### src/rtl/dmem_mmio.sv
// dmem_mmio: word RAM plus MMIO page (GPIO, cycle counter, compare, sticky status) for the single-cycle core
module dmem_mmio #(
  parameter int          DEPTH   = 64,
  parameter int          GPIO_W  = 8,
  parameter logic [15:0] IO_PAGE = 16'hFFFF
) (
  input  logic              clk,
  input  logic              reset,
  input  logic              memwrite,
  input  logic [31:0]       addr,
  input  logic [31:0]       writedata,
  output logic [31:0]       readdata,
  input  logic [GPIO_W-1:0] gpio_in,
  output logic [GPIO_W-1:0] gpio_out,
  output logic              match
);
  localparam int AW = $clog2(DEPTH);
  logic [31:0] ram [DEPTH];
  logic [31:0] cycle, cmp;
  logic [GPIO_W-1:0] sync1, sync2;
  logic [1:0] status;
  logic [AW-1:0] idx;
  logic mmio, aligned, we, misaligned, match_ev;
  logic hit_gpo, hit_gpi, hit_cyc, hit_cmp, hit_sts;
  assign mmio       = addr[31:16] == IO_PAGE;
  assign aligned    = addr[1:0] == 2'b00;
  assign we         = memwrite && aligned;
  assign misaligned = memwrite && !aligned;
  assign idx        = addr[AW+1:2];
  assign hit_gpo    = mmio && addr[15:2] == 14'd0;
  assign hit_gpi    = mmio && addr[15:2] == 14'd1;
  assign hit_cyc    = mmio && addr[15:2] == 14'd2;
  assign hit_cmp    = mmio && addr[15:2] == 14'd3;
  assign hit_sts    = mmio && addr[15:2] == 14'd4;
  assign match_ev   = cmp != 32'd0 && cycle == cmp;
  assign match      = status[0];
  always_comb
    readdata = !mmio  ? ram[idx] :
               hit_gpo ? {{(32-GPIO_W){1'b0}}, gpio_out} :
               hit_gpi ? {{(32-GPIO_W){1'b0}}, sync2} :
               hit_cyc ? cycle :
               hit_cmp ? cmp :
               hit_sts ? {30'd0, status} : 32'd0;
  // RAM is not reset, but a write coinciding with reset is still dropped
  always_ff @(posedge clk)
    if (we && !mmio && !reset) ram[idx] <= writedata;
  // match uses pre-write CYCLE/CMP; set events override a same-edge W1C clear
  always_ff @(posedge clk or posedge reset)
    if (reset) begin
      gpio_out <= '0;
      sync1    <= '0;
      sync2    <= '0;
      cycle    <= '0;
      cmp      <= '0;
      status   <= '0;
    end else begin
      sync1  <= gpio_in;
      sync2  <= sync1;
      cycle  <= (we && hit_cyc) ? writedata : cycle + 32'd1;
      status <= (status & ~((we && hit_sts) ? writedata[1:0] : 2'b00)) | {misaligned, match_ev};
      if (we && hit_gpo) gpio_out <= writedata[GPIO_W-1:0];
      if (we && hit_cmp) cmp <= writedata;
    end
endmodule

### config.mk
export PLATFORM = sky130hd
export DESIGN_NAME = dmem_mmio
export DESIGN_NICKNAME = d
export VERILOG_FILES = /design/src/rtl/dmem_mmio.sv
export SDC_FILE = /design/constraint.sdc
export NUM_CORES = 2
export LEC_CHECK = 0
export BUFFER_PORTS_ARGS = -buffer_cell sky130_fd_sc_hd__buf_4
export CAP_MARGIN = 40
export CELL_PAD_IN_SITES_DETAIL_PLACEMENT = 1
export CELL_PAD_IN_SITES_GLOBAL_PLACEMENT = 2
export CORE_MARGIN = 2
export CORE_UTILIZATION = 50
export DETAILED_ROUTE_END_ITERATION = 10
export PLACE_DENSITY = 0.81
export SKIP_LAST_GASP = 1
export SLEW_MARGIN = 20
export SYNTH_ARGS = -nofsm -noshare
export SYNTH_HDL_FRONTEND = slang
export SYNTH_SLANG_ARGS = --single-unit
export TNS_END_PERCENT = 10
### constraint.sdc
create_clock -name clk -period 5.2 [get_ports clk]
set_clock_uncertainty 0.05 [all_clocks]
set_input_delay 0 -clock clk [delete_from_list [all_inputs] [get_ports clk]]
set_output_delay 0 -clock clk [all_outputs]
set_load 0.05 [all_outputs]
# ---- Word level (Yosys, flattened, before mapping)
# Memory sizes are Yosys's and may differ from the RTL's.
# Index checks and enable logic that the tools add are counted.
dict set report word_totals {
  wordCells 47
  ff_bits 90
  ram_bits 2048
  out_inout_bits 41
  n_memories 1
}
# memory depth width read_ports rd_ports_with_merged_regs write_ports line_no
set mem_list {}
lappend mem_list {ram 64 32 1 0 1 18} ;# logic [31:0] ram [DEPTH];
dict set report op_classes {
  n_reduce_logical 20
  n_eq_ne 6
  addsub 1
  n_bitwise 3
  mux 10
}
# operator count
set ops {}
lappend ops {{32-bit 2-to-1 mux} 6}
lappend ops {{32-bit by 1-bit adder with 32-bit output (second input constant)} 1}
lappend ops {{32-bit equality test} 1}
lappend ops {{32-bit nonzero test} 1}
lappend ops {{14-bit by 2-bit equality test with 1-bit output (second input constant)} 2}
lappend ops {{16-bit equality test (second input constant)} 1}
lappend ops {{14-bit by 1-bit equality test with 1-bit output (second input constant)} 1}
lappend ops {{14-bit by 3-bit equality test with 1-bit output (second input constant)} 1}
lappend ops {{1-bit logical AND} 14}
lappend ops {{14-bit logical NOT} 1}
lappend ops {{2-bit 2-to-1 mux} 2}
lappend ops {{1-bit logical NOT} 3}
lappend ops {{2-bit bitwise AND} 1}
lappend ops {{2-bit logical NOT} 1}
lappend ops {{1-bit 2-to-1 mux} 2}
lappend ops {{2-bit NOT} 1}
lappend ops {{2-bit OR} 1}

# ---- Longest topological paths before layout
dict set report logic_depth {
  word_depth 8
  mapped_depth 11
  mapped_depth_nobuf 6
}

# ---- Worst setup path after synthesis
# No wires, ideal clock.
dict set report synth_path {
  path_type {input to register}
  startpoint {input reset}
  endpoint {memory ram[15][0], enable pin}
  n_path_buf 0
  required_ns 4.729
  cell_stages 4
  arrival_ns 4.020
  slack_ns 0.708
  cell_sequence {inv_1 > and4_1 > nand3_1 > nor2_1}
}
dict set report synth_via {
  elab_chain_cells 4
}
# item line_no
set synth_rtl {}
lappend synth_rtl {{from (decl)} 8} ;# input logic reset,
lappend synth_rtl {{1-bit logical NOT (no source line)} --}
lappend synth_rtl {{1-bit logical AND} 46} ;# if (we && !mmio && !reset) ram[idx] <= writedata;
lappend synth_rtl {{1-bit 2-to-1 mux} 46}
lappend synth_rtl {{1-bit 2-to-1 mux (implied by the code)} 46}
lappend synth_rtl {{to (decl)} 18}
# No other way between the ends.

# ---- Worst setup path in the final report
dict set report layout_path {
  startpoint {input addr[0]}
  endpoint {memory ram[16][15], enable pin}
}
dict set report layout_via {
  elab_chain_cells 6
}
# item line_no
set layout_rtl {}
lappend layout_rtl {{from (decl)} 10} ;# input logic [31:0] addr,
lappend layout_rtl {{2-bit logical NOT} 26} ;# assign aligned = addr[1:0] == 2'b00;
lappend layout_rtl {{1-bit logical AND} 27} ;# assign we = memwrite && aligned;
lappend layout_rtl {{1-bit logical AND (2 in series)} 46}
lappend layout_rtl {{1-bit 2-to-1 mux} 46}
lappend layout_rtl {{1-bit 2-to-1 mux (implied by the code)} 46}
# No other way between the ends.

==> impl_metrics.json <==
{
  "status": "complete, no violations",
  "rsz0062_at_grt": "no",
  "final_hold_viol_count": 0,
  "grt_pass1_wl_um": 348000,
  "cts_root_buffer": "clkbuf_16",
  "yosysSeqAreaShare_pct": 76.3,
  "synthCells": 4200,
  "wirelength_um": 246000,
  "yosys_register_bits": 2138,
  "final.period_utilization_pct": 80.4,
  "via_per_inst": 6.49,
  "grtUsageTotal_pct": 29.0,
  "io_pins": 116,
  "synth-edff-count": 2048,
  "yosys.area.top_type": "edfxtp_1",
  "dp_hpwl_um": 142000,
  "antenna_found_initial": 16,
  "dr_total_vias": 44612,
  "hold_class": "in -> reg",
  "multi_input_area_um2": 19100,
  "yosys-top-cells-area": "edfxtp_1 (74%), mux4_2 (8.6%), mux2i_1 (6.3%)",
  "place_congestion": 0.801,
  "place_inst": 6432,
  "critPathMaxFanout": 18,
  "maxCapViolations": 0,
  "cts_inserted_buffers": 211,
  "chipWidth_um": 413,
  "dieArea_um2": 170000,
  "drive_gt1_share_pct": 21.8,
  "endpoint_kind": "flop",
  "synth_top_area_share_pct": 73.6,
  "drc": 0,
  "crit_type": "in -> reg",
  "first_pass_iters": 6,
  "final_cells": 6878,
  "initial_utilization_pct": 50.2,
  "cp-start-kind": "input port",
  "worstPathRequired_ns": 5.63,
  "grt.overflow.total": 0,
  "port_buffers": 115,
  "ir_drop_mv": 0.321,
  "p_leak_nw": 31.7,
  "synthesis.nets": 4276,
  "finalMaxSlewViolations": 0,
  "yosysWarningCount": 0,
  "grt_pass1_vias": 46386,
  "drt_iter0_markers": 5593,
  "synthArstFlopShare_pct": 4.21,
  "syn_avg_cell_area_um2": 19.9,
  "dp_slack_ns": 0.991,
  "htreeDepth": 4,
  "grt_max_degree": 93,
  "area_growth_pct": 14.5,
  "postCtsSetupBuffers": 0,
  "antenna_left": 0,
  "ctsLongestPathBuffers": 3,
  "chipHeight_um": 413,
  "slew_headroom_pct": 31.2,
  "fin_nets": 4581,
  "worstMarginPinSlew_ns": 1.03,
  "synth_ff_type": "edfxtp_1",
  "setup_viol": 0,
  "synth_area_um2": 83600,
  "cp.arrival_ns": 4.62,
  "std_cell_rows": 150,
  "p_per_area_nw_per_um2": 374,
  "synth_cell_types": 53,
  "cts.sinks": 2138,
  "seqCellArea_um2": 63800,
  "setup_ws_ns": 1.02,
  "cts.clk_slew.worst_paths_ns": 0.06,
  "setup_tns_ns": 0,
  "core_um2": 167000,
  "fill_cells": 14306,
  "avgRoutedWirePerCell_um": 35.7,
  "period_minus_slack_ns": 4.18,
  "cts_tree": "yes",
  "hold_slack_ns": 0.0199,
  "max_freq_mhz": 239,
  "clock_latency_ns": 0.87
}
## cells in the final DEF, fill, tap and decap left out, types with 13 or more instances in the layout
master	instances
nor2_4	66
clkinv_2	38
xor2_1	23
nand2_1	123
clkinv_1	46
a22oi_1	240
dlygate4sd3_1	59
bufinv_16	16
nand3_1	139
mux4_2	321
clkbuf_1	40
mux2_2	45
nor4_1	21
nand4_1	19
o21ai_0	38
xnor2_1	35
a41o_1	26
buf_12	29
a21oi_1	68
o211ai_1	21
buf_4	231
nor2_1	13
mux2i_1	525
clkbuf_16	214
dfrtp_1	90
edfxtp_1	2048
## what timing repair did
item	4_1_cts	5_1_grt
endpoints found under the hold margin	2221	3
resized for setup	0	0
hold buffers	58	1
## metrics by stage
step | instance area (um2) | utilization (%) | total power [mW]
after CTS | 95600 | 57.4 | 35.9
after detailed placement | 88300 | 53.0 | 21.2
final | 95700 | 57.4 | 35.8
after global placement | 87900 | 52.8 | 21.1
after global routing | 95700 | 57.4 | 36.6
after floorplan | 83600 | - | 20.3
## final timing paths
| kind | slack (ns) | depth (start not counted) | end | startpoint |
|---|---|---|---|---|
| setup / recovery | 1.02 | 9 | ram[16][15] | addr[0] |
| setup reg to reg | 2.37 | 5 | cycle[31] | cycle[2] |
| min in group asynchronous | 0.38 | 4 | cmp[30] | reset |
| max in group asynchronous | 3.81 | 6 | sync2[7] | reset |
| hold / removal | 0.02 | 4 | ram[60][22] | addr[7] |
| hold reg to reg | 0.30 | 0 | sync2[1] | sync1[1] |
## Yosys cell counts (7+ instances only)
cell and instances:
edfxtp_1 2048, mux2i_1 525, mux4_2 321, a22oi_1 240
nand3_1 140, nand2_1 123, clkbuf_1 119, dfrtp_1 90
nor2_1 79, a21oi_1 68, buf_2 57, buf_4 45
mux2_2 45, o21ai_0 38, xnor2_1 35, a41o_1 26
xor2_1 23, nor4_1 21, o211ai_1 21, nand4_1 19
buf_1 18, a31oi_1 10, and4_1 10, nor2b_1 9
nor3_1 9, and3_1 8, buf_6 7
## metal layers
layer,GRT usage [%],share of wire (%),routed length [um]
met1,39.5,39,94800
met2,47.1,49,120000
met3,5.74,9.0,22000
met4,10.0,3.4,8460
met5,0,0.028,69
## state kept, by name (all words and copies together), names as in the netlist
name	cells
gpio_out	8
status	2
cycle	32
sync1	8
cmp	32
ram	2048
sync2	8
## final cells by class
class                           instances  area share, %
Timing Repair Buffer                  340           3.49
Clock buffer                          256           5.78
Antenna cell                            3        0.00784
Multi-Input combinational cell       1809           20.0
Clock inverter                        123           1.20
Inverter                                5         0.0222
Sequential cell                      2138           66.6
Tap cell                             2204           2.88
## where the power goes
| part | switching, mW | internal [mW] |
|---|---|---|
| Sequential | 0.00853 | 18.9 |
| Combinational | 1.32 | 0.648 |
| Clock | 6.58 | 8.35 |
## cells by family after synthesis
logic type / after synthesis / synth area share (%)
DFF: 2138 / 76.3
muxes: 893 / 15.6
and+or+nand+nor: 444 / 2.58
AOI/OAI and AO/OA: 413 / 3.46
buffers and inverters: 253 / 1.49
xor gates and xnor gates: 58 / 0.608
adders and majority gates: 1 / 0.0150
## worst max-delay path, cell delays in order
cell           delay, ns
dlygate4sd3_1       0.53
buf_4               0.13
nor3b_1             0.46
dlygate4sd3_1       0.72
buf_4               0.18
nor4b_1             0.63
nand2_1             0.70
nor2_4              0.75
buf_4               0.47
Power figures use the tool's default switching activity.
